[src/rtl/fifo_controller.sv]
// Head/tail/occupancy sequencer for an 8-entry register-file FIFO; drives write strobe/address and read strobe/address.
// Latency: we/re are combinational; pointers, count and ack/err status update on the request edge (status visible next cycle).
// Backpressure: writes when full and reads when empty are refused with a one-cycle err pulse; simultaneous wr/rd is ignored.
module fifo_controller #(
    parameter int ADDR_W = 3,
    parameter int CNT_W  = 4
) (
    input  logic              clk,
    input  logic              reset,
    input  logic              wr_en,
    input  logic              rd_en,
    output logic [ADDR_W-1:0] wr_addr,
    output logic              we,
    output logic [ADDR_W-1:0] rd_addr,
    output logic              re,
    output logic [CNT_W-1:0]  data_count,
    output logic              full,
    output logic              empty,
    output logic              wr_ack,
    output logic              wr_err,
    output logic              rd_ack,
    output logic              rd_err
);

    localparam int DEPTH = 2 ** ADDR_W;

    typedef enum logic [2:0] {
        INIT,
        NO_OP,
        WRITE,
        WR_ERROR,
        READ,
        RD_ERROR
    } state_t;

    state_t            state;
    logic [ADDR_W-1:0] head;
    logic [ADDR_W-1:0] tail;
    logic [CNT_W-1:0]  count;

    logic wr_only;
    logic rd_only;

    assign wr_only = wr_en & ~rd_en;
    assign rd_only = rd_en & ~wr_en;

    // full/empty come from the registered count, so the strobes never see a glitching flag
    assign full  = (count == CNT_W'(DEPTH));
    assign empty = (count == '0);

    assign we = wr_only & ~full  & ~reset;
    assign re = rd_only & ~empty & ~reset;

    always_ff @(posedge clk) begin
        if (reset) begin
            state <= INIT;
            head  <= '0;
            tail  <= '0;
            count <= '0;
        end else if (wr_only) begin
            if (full) begin
                state <= WR_ERROR;
            end else begin
                state <= WRITE;
                tail  <= tail + ADDR_W'(1);
                count <= count + CNT_W'(1);
            end
        end else if (rd_only) begin
            if (empty) begin
                state <= RD_ERROR;
            end else begin
                state <= READ;
                head  <= head + ADDR_W'(1);
                count <= count - CNT_W'(1);
            end
        end else begin
            state <= NO_OP;
        end
    end

    assign wr_addr    = tail;
    assign rd_addr    = head;
    assign data_count = count;

    assign wr_ack = (state == WRITE);
    assign wr_err = (state == WR_ERROR);
    assign rd_ack = (state == READ);
    assign rd_err = (state == RD_ERROR);

endmodule

[config.mk]
export PLATFORM = sky130hd
export DESIGN_NAME = fifo_controller
export DESIGN_NICKNAME = d
export VERILOG_FILES = /design/src/rtl/fifo_controller.sv
export SDC_FILE = /design/constraint.sdc
export NUM_CORES = 1
export LEC_CHECK = 0
export CORE_MARGIN = 4
export CORE_UTILIZATION = 48
export CTS_BUF_LIST = sky130_fd_sc_hd__clkbuf_2
export DETAILED_ROUTE_END_ITERATION = 10
export GPL_TIMING_DRIVEN = 0
export PLACE_DENSITY = 0.86
export SYNTH_ARGS = -nofsm -noshare
export SYNTH_HDL_FRONTEND = slang
export SYNTH_SLANG_ARGS = --single-unit
[constraint.sdc]
create_clock -name clk -period 2.25 [get_ports clk]
set_input_delay 0.45 -clock clk [delete_from_list [all_inputs] [get_ports clk]]
set_output_delay 0.45 -clock clk [all_outputs]
set_load 0.01 [all_outputs]
==> results.md <==
* Number of antenna violations at the first check in global routing at 0
* Core area at 0.00149 sq mm
* Data arrival time of the critical path at 1.73 ns
* DIE WIDTH at 47.6 microns
* Number of DRC violations after detailed routing at 0
* Pin count of the biggest net entering global routing at 11
* Highest clock rate at 459 MHz
* Total overflow reported by the global router at 0
* Final weighted congestion of routability-driven global placement at 0.789
* Slowest library cell on the worst path: or4b_4
* Library cell used as clock root buffer: clkbuf_2
* H-tree levels at 1
* Sum Neg Setup Slack at 0 ns
* Synthesized flop and latch total at 13
* Number of maximum-capacitance violations at 0
* Async S/R FF share, synth at 0
* Worst supply voltage drop on vdd at 0.000590 V
* Number of enable-type register cells in the synthesized netlist at 0
* Starting DRT DRC Count at 12
* Number of top-level design ports at 22
* Total power at 1.12 mW
* Hold Path Class: reg2reg
* Synthesis-to-layout area growth at 41.1%
* First-pass GRT wire length at 2640 microns
* Cells along the critical path: or4b_4 > buf_4 > nand2_4 > nor2_1 > clkdlybuf4s15_1
* Number of global-route vias before repair at 588
* Clock net sink count at 13
* Die Footprint at 0.00227 sq mm
* Largest delay contributor family on the critical path: simple AND/OR/NAND/NOR gates
* DR WL/cell at 13.9 microns
* Total count of hold-check failures in the final report at 0
* CP max stage delay at 0.54 ns
* Total vias in the final route at 671
* Required time worst endpoint at 1.80 ns
* Starting density of the core at 0.507
* Max-slew violation count at 0
* Count of hold-fix buffers inserted at cts at 0
* Buf+Inv Stages, Crit Path at 2
* Post-synth cell types at 30
* Source-to-sink clock delay at the later pin of the worst-skew pair at 0.28 ns
* Placement-stage cell area at 975 sq um
* Fraction of layout instances using a drive strength above 1 at 0.211
* All-layer global routing usage at 0.166
* Final clock period utilization by the worst path at 0.969
* Cell Area, Synth at 754 sq um
* Sequential share of the synthesized area at 0.345
* Count of antenna diodes in the layout at 0
* Kind of end point of the critical path: output pin
* Slack of the worst reg-to-reg path at 0.64 ns
* TritonCTS buffer count at 3
* Critical path startpoint category: flip-flop
* Mapped Cells at 80
* Average instance area after synthesis at 9.43 sq um
* Total number of placement rows at 14
* Time the worst path needs with I/O delays and setup at 2.18 ns
* Number of nets in the final layout at 121
* Number of warning messages in the yosys log at 0
* Number of nets with antenna violations after routing at 0
* Total wire length after detailed routing at 1740 microns
* Worst slew margin relative to its limit at 0.670
* Crit Path Class: reg2out
* Result of the run: completed
* Clock Skews at 0.00837 ns
* Main synth FF type: dfxtp_1
* Clock input transition at the sequential cells of the worst setup and hold paths at 0.13 ns
* Count of TritonRoute iterations in the first routing pass at 4
* Unrepaired setup endpoints after global routing: no
* Detailed placer's ending HPWL at 1230 microns
* Final design area excluding fillers at 0.00106 sq mm
* Number of endpoints failing setup at the final stage at 0
* Number of buffers added on ports at 20
* Detail-routed via count per cell at 5.37
* Syn Nets at 91
* Cell area power density at 1050 mW/mm^2
* CTS tree: done
* Leakage power of the design at 0.453 nW
* Max clock buf depth at 2
* Die Ht at 47.6 microns
* Transition time at the pin with the least slew margin at 0.495 ns
* Crit-path max FO at 4
[metal layers]
layer	up-vias	track usage	wire (microns)
li1	336	-	-
met1	312	0.194	696
met2	18	0.294	920
met3	5	0.0226	78
met4	0	0.0806	45
met5	-	0	0
[sequential cells by signal, indices dropped and copies added, names as in the netlist]
| signal | cells |
|---|---|
| rd_addr | 3 |
| data_count | 4 |
| state | 3 |
| wr_addr | 3 |
[where the power goes]
part / switching (mW) / internal (mW)
Clock: 0.0769 / 0.0471
Sequential: 0.0824 / 0.295
Combinational: 0.283 / 0.331
Total: 0.442 / 0.673
[cell families (layout without fill, tap and decap cells)]
family	Yosys count	count (layout)	share of synthesized area
XOR/XNOR	6	6	0.0697
adder cells (fa/ha/maj)	7	7	0.126
AND/OR/NAND/NOR	32	32	0.242
multiplexers	1	1	0.0133
buffers and inverters	9	38	0.0464
AO/OA/AOI/OAI	12	12	0.158
flip-flops	13	13	0.345
[final timing paths]
path,startpoint,endpoint,cells past startpoint
min,wr_addr[1]$_SDFFE_PP0P_,wr_addr[1]$_SDFFE_PP0P_,2
min reg2reg,wr_addr[1]$_SDFFE_PP0P_,wr_addr[1]$_SDFFE_PP0P_,2
max,data_count[1]$_SDFFE_PP0P_,we,5
max reg2reg,data_count[1]$_SDFFE_PP0P_,wr_addr[2]$_SDFFE_PP0P_,6
[placed cells by master, fill, tap and decap left out, types with 2 or more instances in the layout]
cell	count
a211oi_1	3
a21oi_1	2
and3b_1	2
buf_4	6
clkbuf_1	2
clkbuf_2	4
clkdlybuf4s50_1	17
dfxtp_1	9
dfxtp_4	3
ha_1	5
inv_1	5
nand2_1	3
nand3_1	2
nor2_1	12
nor3_1	3
nor3b_1	3
xnor2_1	3
xor2_1	3
[cell type report]
type	count	area [sq um]
repair buffers	25	239
flip-flops and latches	13	273
plain buffers	3	15.0
clock buffers	4	20.0
fillers	115	424
inverters	6	22.5
well taps	16	20.0
multi-input cells	58	475
[worst min-delay path, cell delays in order (launching register included)]
cell and delay (ns):
dfxtp_1 0.34, nand2_1 0.06, a21oi_1 0.05
[per-stage QoR]
step / instances / hold WS (ns) / util / setup slack, ns
6_report: 125 / 0.496 / 0.715 / 0.0690
2_1_floorplan: 80 / 0.496 / - / 0.280
4_1_cts: 125 / 0.495 / 0.703 / 0.00668
5_1_grt: 125 / 0.519 / 0.715 / 0.00238
3_5_place_dp: 116 / 0.476 / 0.655 / -0.448
3_3_place_gp: 116 / 0.470 / 0.655 / -0.345
[what timing repair did]
item,CTS,global route
pin swaps,1,1
setup endpoints to repair,4,3
resized for setup,11,6
cloned,0,0
setup buffers,5,0
[synth_stat cells (all sizes together) (2+ instances only)]
cell | instances | area, sq um
dfxtp | 13 | 260
nor2 | 12 | 45.0
ha | 6 | 75.1
inv | 6 | 22.5
a211oi | 4 | 35.0
nand2 | 4 | 22.5
a21oi | 3 | 15.0
nand3 | 3 | 20.0
nor3 | 3 | 15.0
nor3b | 3 | 22.5
xnor2 | 3 | 26.3
xor2 | 3 | 26.3
a31oi | 2 | 27.5
and3b | 2 | 17.5
clkbuf | 2 | 7.51
(Power assumes the default switching activity.)
==> RTL change 1: new RTL, config.mk and constraints unchanged <==
Set the parameter `CNT_W` to 6 (it was 4).
--- a/src/rtl/fifo_controller.sv
+++ b/src/rtl/fifo_controller.sv
@@ -3,7 +3,7 @@
 // Backpressure: writes when full and reads when empty are refused with a one-cycle err pulse; simultaneous wr/rd is ignored.
 module fifo_controller #(
     parameter int ADDR_W = 3,
-    parameter int CNT_W  = 4
+    parameter int CNT_W  = 6
 ) (
     input  logic              clk,
     input  logic              reset,
Ports: changed (resized data_count); port bits go from 22 to 24. The function was not compared with the original's and may differ.
==> RTL change 1 against the original RTL <==
Hold slack hardly changed. Total power grew 40%. Register-to-register slack got worse by 0.32 ns. Routed wire length increased by 6.4%. Critical path depth unchanged. Final area is 16% higher. Die area up 15%. Worst setup slack lost 0.057 ns. Sequential cell count grew 2. Count of clock-buffer cells in the layout decreased by 1. Area after synthesis rose by 18%.
==> RTL change 1: results (changes against the original RTL) <==
* CP endpoint: re
* WHS Endpoint: rd_addr[0]
* PostCTS Resize Cnt at 25 (+14)
* Fillcell total at 142 (+23%)
* Detail Placement HPWL at 1.34 mm (+9.0%)
* Met3 Use GR at 2.62% (+0.37 points)
* Met1 wire length at 842 µm (+21%)
* Share of layout cells above drive strength 1 at 23.1% (+2.0 points)
* Max FFs per register at 6 (+2)
* Worst Path Arrival at 1.79 ns (+0.06 ns)
* Synth Instances at 98 (+23%)
* Wirelength per Cell at 11.9 µm (-14%)
* Port Buffers at 22 (+10%)
* Fin cells at 155 (+24%)
* Multi-input gates at 74 (+28%)
* Data buffer area share at 21.8% (-2.0 points)
* Clock skew at 0.0134 ns (+0.00501 ns)
* Post-synthesis cell type count at 34 (+13%)
* Post-synthesis adder-cell area fraction at 14.9% (+2.3 points)
* WL met2 at 939 µm (+2.1%)
* Total number of vias at 770 (+15%)
* Worst Path Max Fanout at 3 (-1)
* VDD IR-drop max at 0.970 mV (+64%)
* Number of global-route vias before repair at 796 (+35%)
* Met1 Usage GRT at 18.9% (-0.47 points)
* R2R Path End: data_count[5]
* Placed cells at 145 (+25%)
* Least-Margin Pin Slew at 0.408 ns (-0.0873 ns)
* M2 GR Usage at 28.8% (-0.66 points)
* Drt first-iter violations at 16 (+4)
* Ranking of synthesized cells by area: dfxtp_1 34%, ha_1 13%, nor2_1 7.2%
* Switching Power at 645 µW (+46%)
* CP max-delay cell: or4_4
* Worst-path clk slew at 0.16 ns (+0.03 ns)
* Post-Synth XOR/XNOR Area at 8.87% (+1.9 points)
* Outcome: completed
* Sequential element share of the synthesized area at 33.8% (-0.69 points)
* Pleak at 0.542 nW (+20%)
* Gpl congestion at 0.849 (+7.7%)
## RTL change 1: cell count changes in the layout (fill, tap and decap cells not counted), sizes merged, moves of 3 or more
cell	unedited run	this run
buf	6	9
ha	6	9
nor2	12	18
o21ai	1	4
## RTL change 1: critical path, delay by kind of cell, from the launching register on
kind	cells	cell delay [ns]
buffers and inverters	2	0.19
DFF	1	0.38
and+or+nand+nor	3	0.93
## RTL change 1: power groups by stage
stage                     Clock, mW  Combinational, mW  Sequential, mW
after floorplan                   0              0.571           0.435
after global placement            0              0.855           0.415
after detailed placement          0              0.875           0.418
after CTS                     0.132              0.988           0.410
after global routing          0.145               1.12           0.418
final                         0.129               1.02           0.411
## RTL change 1: metrics by stage
| stage | instance area [µm²] | setup WS (ns) |
|---|---|---|
| final | 1230 | 0.0118 |
| after global routing | 1230 | -0.0527 |
| after CTS | 1220 | -0.0723 |
| after detailed placement | 1140 | -0.658 |
| after global placement | 1140 | -0.619 |
| after floorplan | 891 | 0.0423 |
==> RTL change 2: new RTL, config.mk and constraints unchanged <==
Made on the original files. The 6 states of `state_t` get a Gray code encoding in 3 bits.
--- a/src/rtl/fifo_controller.sv
+++ b/src/rtl/fifo_controller.sv
@@ -25,12 +25,12 @@
     localparam int DEPTH = 2 ** ADDR_W;
 
     typedef enum logic [2:0] {
-        INIT,
-        NO_OP,
-        WRITE,
-        WR_ERROR,
-        READ,
-        RD_ERROR
+        INIT     = 3'b000,
+        NO_OP    = 3'b001,
+        WRITE    = 3'b011,
+        WR_ERROR = 3'b010,
+        READ     = 3'b110,
+        RD_ERROR = 3'b111
     } state_t;
 
     state_t            state;
Function: no difference found for any inputs over 10 cycles, from zero or initial values and one cycle with reset high; not proved beyond that.
==> RTL change 2 against the original RTL <==
Total power down 3.1%. Clock skew down 0.0076 ns. Sequential cell count unchanged. Area after synthesis up 0.83%. Worst setup slack better by 0.045 ns. Combinational power down 2%. Routed wire length down 6.7%. Hold slack better by 0.011 ns. Sequential share of layout area down 0.32 points. Maximum frequency up 2.1%. Final area down 1.5%. Largest power group unchanged.
==> RTL change 2: results (changes against the original RTL) <==
* Number of global-route vias before repair at 661 (+12%)
* Pleak at 0.444 nW (-2.1%)
* Ranking of synthesized cells by area: dfxtp_1 34%, ha_1 12%, nor2_1 5.4%
* Least-Margin Pin Slew at 0.473 ns (-0.0215 ns)
* Clkbuf count at 4 (unchanged)
* Drt via density at 5.29 (-1.4%)
* FF+latch count at 13 (unchanged)
* Multi-input gates at 62 (+6.9%)
* Fin cells at 126 (+0.80%)
* Synth async-reset ratio at 0% (unchanged)
* Met1 wire length at 713 µm (+2.4%)
* Fillcell total at 130 (+13%)
* Met3 WL at 68 µm (-13%)
* Sequential cell area at 265 µm² (-2.8%)
* Synth Instances at 84 (+5.0%)
* Total Power at 1.08 mW (-3.1%)
* Data buffer area share at 22.1% (-1.8 points)
* Clk cell area share at 1.91% (+0.029 points)
* Synth top cells by count: 13 x dfxtp_1, 11 x nor2_1, 7 x ha_1
* WL met2 at 813 µm (-12%)
* TritonRoute pass-1 iters at 4 (unchanged)
* Gpl congestion at 0.746 (-5.4%)
* Share of layout cells above drive strength 1 at 21.8% (+0.72 points)
* Worst Path Max Fanout at 7 (+3)
* Flop pwr share at 33.6% (-0.3 points)
* Drt first-iter violations at 4 (-8)
* H-tree depth at 1 (unchanged)
* Fraction of area in multi-input gates at 46.3% (+1.6 points)
* Outcome: completed
* PostCTS Resize Cnt at 9 (-2)
* Detail Placement HPWL at 1.23 mm (-0.48%)
* Clock skew at 0.000799 ns (-0.00757 ns)
* Global-route wire length before repair at 2.70 mm (+2.3%)
* Worst Path Arrival at 1.69 ns (-0.04 ns)
* Pre-CTS setup slack at -0.397 ns (+0.0506 ns)
* Syn Area/Cell at 9.06 µm² (-4.0%)
* Placed inst area at 981 µm² (+0.64%)
* Total GRT Usage at 16.8% (+0.25 points)
* Met3 Use GR at 2.26% (unchanged)
* M2 GR Usage at 30.1% (+0.67 points)
* Number of non-clock buffers at 25 (-11%)
* Met1 Usage GRT at 19.4% (about the same)
* Final Util at 69.6% (-1.9 points)
* Sw Ratio at 40.4% (+0.74 points)
* Post-synth top flop: dfxtp_1
* Post-CTS Repair Setup Buffers at 2 (-3)
* Synth warn at 0 (unchanged)
* Wirelength per Cell at 12.9 µm (-7.5%)
* Sequential element share of the synthesized area at 34.2% (-0.28 points)
* Syn_nets at 96 (+5.5%)
* Layout Nets at 123 (+1.7%)
* VDD IR-drop max at 0.740 mV (+26%)
-- RTL change 2: final timing paths --
| check | from | to | slack [ns] | depth (start not counted) |
|---|---|---|---|---|
| min reg2reg | rd_addr[1] | rd_addr[1] | 0.51 | 2 |
| min | rd_addr[1] | rd_addr[1] | 0.51 | 2 |
| max | data_count[3] | we | 0.11 | 4 |
| max reg2reg | data_count[2] | data_count[3] | 0.73 | 5 |
-- RTL change 2: cell families after synthesis --
group | Yosys count | synth area share [%]
buffers and inverters | 9 | 5.43
XOR/XNOR | 6 | 6.91
adder cells (fa/ha/maj) | 8 | 14.1
AO/OA/AOI/OAI | 12 | 11.5
multiplexers | 1 | 1.48
AND/OR/NAND/NOR | 35 | 26.3
flip-flops | 13 | 34.2
-- RTL change 2: worst max-delay path, cell delays in order, from the launching register on --
cell and delay [ns]:
dfxtp_1 0.44, or4b_4 0.54, nand2_4 0.10, nor2_1 0.04
dlygate4sd2_1 0.30
